**src/rtl/rr_arb8_ctrl.sv**
```systemverilog
// rr_arb8_ctrl: round-robin arbiter/sequencer sharing one val/rdy channel
// among 8 requesters. A grant is burst-atomic: it is held until the
// granted requester's last beat is accepted, or until p_max_burst beats
// have been accepted, whichever comes first. Every release is followed by
// one IDLE cycle in which the next winner is chosen.
module rr_arb8_ctrl #(
  parameter int p_max_burst = 16  // legal range 1..255
) (
  input  logic       clk,
  input  logic       rst,          // synchronous, active-low
  input  logic [7:0] req_val,
  input  logic [7:0] req_last,
  output logic [7:0] req_rdy,
  output logic       out_val,
  output logic       out_last,
  input  logic       out_rdy,
  output logic [2:0] sel,
  output logic       busy,
  output logic       burst_trunc
);

  // Beat count value on which the fairness cap forces release.
  localparam logic [7:0] CAP_CNT = 8'(p_max_burst - 1);

  typedef enum logic [0:0] {
    ST_IDLE = 1'b0,
    ST_BUSY = 1'b1
  } state_t;

  state_t     state_q, state_d;
  logic [2:0] prio_q, prio_d;        // index with highest priority
  logic [2:0] grant_q, grant_d;      // currently granted requester
  logic [7:0] beat_cnt_q, beat_cnt_d; // beats accepted in this grant

  logic       cap_s;
  logic       out_val_s;
  logic       out_last_s;
  logic       xfer_s;
  logic [7:0] req_rdy_s;
  logic       busy_s;
  logic       trunc_s;
  logic [2:0] pick_s;

  // Circular first-set scan starting at prio; returns the winning index.
  function automatic logic [2:0] rr_pick(input logic [7:0] req,
                                         input logic [2:0] prio);
    logic [2:0] idx;
    logic [2:0] pick;
    logic       found;
    pick  = 3'd0;
    found = 1'b0;
    for (int i = 0; i < 8; i++) begin
      idx = prio + 3'(i);
      if (!found && req[idx]) begin
        pick  = idx;
        found = 1'b1;
      end else begin
        found = found;
      end
    end
    return pick;
  endfunction

  assign pick_s = rr_pick(req_val, prio_q);

  // Channel outputs, derived from the registered grant; forced quiet while
  // reset is asserted so an abandoned burst never accepts a partial beat.
  always_comb begin
    cap_s      = 1'b0;
    out_val_s  = 1'b0;
    out_last_s = 1'b0;
    xfer_s     = 1'b0;
    req_rdy_s  = 8'h00;
    busy_s     = 1'b0;
    trunc_s    = 1'b0;
    if (!rst) begin
      busy_s = 1'b0;
    end else if (state_q == ST_BUSY) begin
      busy_s             = 1'b1;
      cap_s              = (beat_cnt_q == CAP_CNT);
      out_val_s          = req_val[grant_q];
      out_last_s         = out_val_s & (req_last[grant_q] | cap_s);
      xfer_s             = out_val_s & out_rdy;
      req_rdy_s[grant_q] = out_rdy;
      trunc_s            = xfer_s & cap_s & ~req_last[grant_q];
    end else begin
      busy_s = 1'b0;
    end
  end

  // Next-state logic: arbitrate in IDLE, count beats and release in BUSY.
  always_comb begin
    state_d    = state_q;
    prio_d     = prio_q;
    grant_d    = grant_q;
    beat_cnt_d = beat_cnt_q;
    case (state_q)
      ST_IDLE: begin
        if (req_val != 8'h00) begin
          grant_d    = pick_s;
          beat_cnt_d = 8'd0;
          state_d    = ST_BUSY;
        end else begin
          state_d = ST_IDLE;
        end
      end
      ST_BUSY: begin
        if (xfer_s && out_last_s) begin
          // Released grantee drops to lowest priority next round.
          prio_d     = grant_q + 3'd1;
          beat_cnt_d = 8'd0;
          state_d    = ST_IDLE;
        end else if (xfer_s) begin
          beat_cnt_d = beat_cnt_q + 8'd1;
        end else begin
          state_d = ST_BUSY;
        end
      end
      default: begin
        state_d    = ST_IDLE;
        prio_d     = 3'd0;
        grant_d    = 3'd0;
        beat_cnt_d = 8'd0;
      end
    endcase
  end

  // State registers with synchronous active-low reset.
  always_ff @(posedge clk) begin
    if (!rst) begin
      state_q    <= ST_IDLE;
      prio_q     <= 3'd0;
      grant_q    <= 3'd0;
      beat_cnt_q <= 8'd0;
    end else begin
      state_q    <= state_d;
      prio_q     <= prio_d;
      grant_q    <= grant_d;
      beat_cnt_q <= beat_cnt_d;
    end
  end

  // Select is meaningful only while a grant is held; zero otherwise.
  assign sel         = busy_s ? grant_q : 3'd0;
  assign busy        = busy_s;
  assign out_val     = out_val_s;
  assign out_last    = out_last_s;
  assign req_rdy     = req_rdy_s;
  assign burst_trunc = trunc_s;

endmodule

```
**config.mk**
```make
export PLATFORM = sky130hd
export DESIGN_NAME = rr_arb8_ctrl
export DESIGN_NICKNAME = d
export VERILOG_FILES = /design/src/rtl/rr_arb8_ctrl.sv
export SDC_FILE = /design/constraint.sdc
export NUM_CORES = 1
export LEC_CHECK = 0
export ABC_AREA = 1
export BUFFER_PORTS_ARGS = -buffer_cell sky130_fd_sc_hd__buf_2
export CAP_MARGIN = 5
export CORE_ASPECT_RATIO = 1.75
export CORE_UTILIZATION = 50
export CTS_BUF_LIST = sky130_fd_sc_hd__clkbuf_8
export CTS_CLUSTER_DIAMETER = 80
export DETAILED_ROUTE_END_ITERATION = 6
export PLACE_DENSITY = 0.81
export SLEW_MARGIN = 20
export SYNTH_ARGS = -nofsm -noshare
export SYNTH_HDL_FRONTEND = slang
export SYNTH_SLANG_ARGS = --single-unit
```
**constraint.sdc**
```tcl
create_clock -name clk -period 2.3 [get_ports clk]
set_clock_uncertainty 0.05 [all_clocks]
set_input_delay 0.115 -clock clk [delete_from_list [all_inputs] [get_ports clk]]
set_output_delay 0.115 -clock clk [all_outputs]
set_load 0.03 [all_outputs]
```
==> metrics.cfg <==
[sta]
worst_pin_slew_ns=0.444
post-route-period-util_pct=94.0
report.final.slew_viol_count=0
fin_crit_ns=2.16
hold_violations=0
setup_violations=0
rsz0062_at_grt=false
maxSlewHeadroom_pct=70.1
tns_ns=0
fmax_ghz=0.462
setup_slack_ns=0.137
holdWs_ns=0.144

[grt]
grt_pass1_vias=1820
antenna_found_initial=0
grtUsageTotal_pct=26.8
overflow=0
grt_pass1_wl_um=7500
grt_max_degree=13

[pwr]
power.density_nw_per_um2=426
ir_worst_vdd_v=0.000386
leakagePower_uw=0.000953

[clock_network]
clk_latency_ns=0.26
clkSlewWorstSetupHoldPaths_ns=0.06
cts_root_buf=clkbuf_8
clock-sinks=15
cts_buffers=3
max-clock-path-buffers=2
h-tree-depth=1
cts_tree=done

[setup_path]
cp_max_fo=9
end_kind=register
rr_startpoint=prio_q[1]
critical_path_required_ns=2.40
cp-start-kind=register
ff2ff_path_depth=12
crit_arrival_ns=2.26
worst-setup-path-type=register to register
r2r_slack_ns=0.14
r2r_end=grant_q[1]

[placement]
post-place-ws_ns=0.0996
placed_cell_area_um2=1980
port_buffers=33
hpwl_um=3680
place.gp.congestion=0.963

[floorplan]
io_pins=34
core-area_um2=3360
fp-row-count=28
die_x_um=46.9
dieArea_um2=3780
die_height_um=80.6
initial_utilization_pct=52.5

[routing]
postRouteAntennaNets=0
drc=0
wl_um=4500
wl_per_cell_um=12.4
via_count=1937
drtPass1Iterations=4
via_per_inst=5.35
drt_iter0_drc=49

[yosys]
ys_types=39
synth_nets=301
synth_cells=278
synth_area_per_cell_um2=6.35
yosys_warnings=0
yosysSeqAreaShare_pct=17.0
synth.cell_area_um2=1770
synth-seq-cells=15

[final_layout]
syn_to_final_growth_pct=15.7
finalNetCount=341
drive_above_1_share_pct=29.0
antenna_cells=0
stdcell_area_um2=2040

[hold_path]
worst_hold_path.endpoint=beat_cnt_q[4]
min_path_cells=3
hp-class=input port to register
min_from=rst

[run_status]
status=complete, no violations

[run]
maxCapViolations=0

sequential cells by signal, summed over array words and instances (netlist names):
name / cells
prio_q: 3
grant_q: 3
beat_cnt_q: 8
state_q: 1
logic make-up after synthesis:
group           after synthesis  share of synthesized area, %
compound gates               40                          12.8
xor+xnor                      7                          6.66
fa+ha+maj                     4                          2.83
buf+inv                      43                          11.8
flops                        15                          17.0
simple gates                169                          49.0
worst max-delay path, cell delays in order (launching register included):
cell,delay (ns)
dfxtp_1,0.35
buf_4,0.22
ha_1,0.30
xor2_4,0.21
nor2_2,0.08
a31oi_2,0.26
inv_2,0.08
nor2_4,0.14
nand2_2,0.08
o21ai_1,0.12
inv_1,0.05
nand2_1,0.07
a21oi_2,0.05
cells in the final DEF, fill, tap and decap left out, drive strengths merged, types with 4 or more instances in the layout:
| cell type | instances |
|---|---|
| nand2 | 73 |
| nor2 | 46 |
| buf | 41 |
| inv | 35 |
| nand3 | 33 |
| o21ai | 21 |
| dfxtp | 15 |
| a21oi | 13 |
| nor3 | 9 |
| nand4 | 5 |
| ha | 4 |
| xor2 | 4 |
cell usage after synthesis (all sizes together):
cell type / count / area share, %
or4: 1 / 0.43
xor2: 4 / 4.1
nand2: 73 / 18
inv: 35 / 7.4
o22ai: 2 / 0.71
a21oi: 13 / 3.9
a211oi: 1 / 0.43
a31oi: 2 / 1.1
nor3b: 1 / 0.71
nor2: 46 / 11
nor3: 9 / 3.7
nand4: 5 / 2.6
ha: 4 / 2.8
buf: 6 / 3.8
nand3: 33 / 12
clkinv: 2 / 0.57
o21ai: 21 / 6.2
dfxtp: 15 / 17
o221ai: 1 / 0.50
xnor2: 3 / 2.6
nor4: 1 / 0.35
report_power, final:
part / internal [uW] / switching, uW / total [uW] / leakage (uW)
clock network: 120 / 102 / 222 / 0.0000255
registers: 273 / 20.8 / 293 / 0.000122
logic: 122 / 232 / 355 / 0.000805
per-stage QoR:
stage	util, %	total power [uW]	cells
finish	60.7	870	362
global route	60.7	931	362
CTS	60.2	866	360
detailed placement	58.8	646	356
global placement	58.8	645	356
floorplan	-	565	278
how the worst max path moves through the flow:
stage / start / to / depth (start not counted) / slack [ns]
detailed placement: prio_q[0] / grant_q[1] / 14 / 0.1
global placement: prio_q[1] / grant_q[1] / 14 / 0.14
CTS: prio_q[1] / grant_q[1] / 14 / 0.09
finish: prio_q[1] / grant_q[1] / 12 / 0.14
floorplan: grant_q[2] / burst_trunc / 9 / 0.08
global route: prio_q[1] / grant_q[0] / 11 / 0.02
layout make-up:
| type | count | area (um^2) |
|---|---|---|
| Clock buffer | 3 | 41.3 |
| Clock inverter | 1 | 5.00 |
| Fill cell | 346 | 1320 |
| Inverter | 37 | 141 |
| Multi-Input combinational cell | 220 | 1260 |
| Sequential cell | 15 | 300 |
| Tap cell | 45 | 56.3 |
| Timing Repair Buffer | 41 | 238 |
what timing repair did:
item                                    CTS  global route
hold buffers                              0             0
endpoints found under the setup margin    0             2
resized for setup                         0             1
setup buffers                             0             2
metal layers:
layer	part of all wire (%)	GRT usage, %	wire length, um
met4	3.5	14.0	157
met5	0	0	0
met3	3.2	2.92	146
met1	39	26.8	1750
met2	54	50.0	2450
No activity file was read; power rests on OpenSTA's default activity.
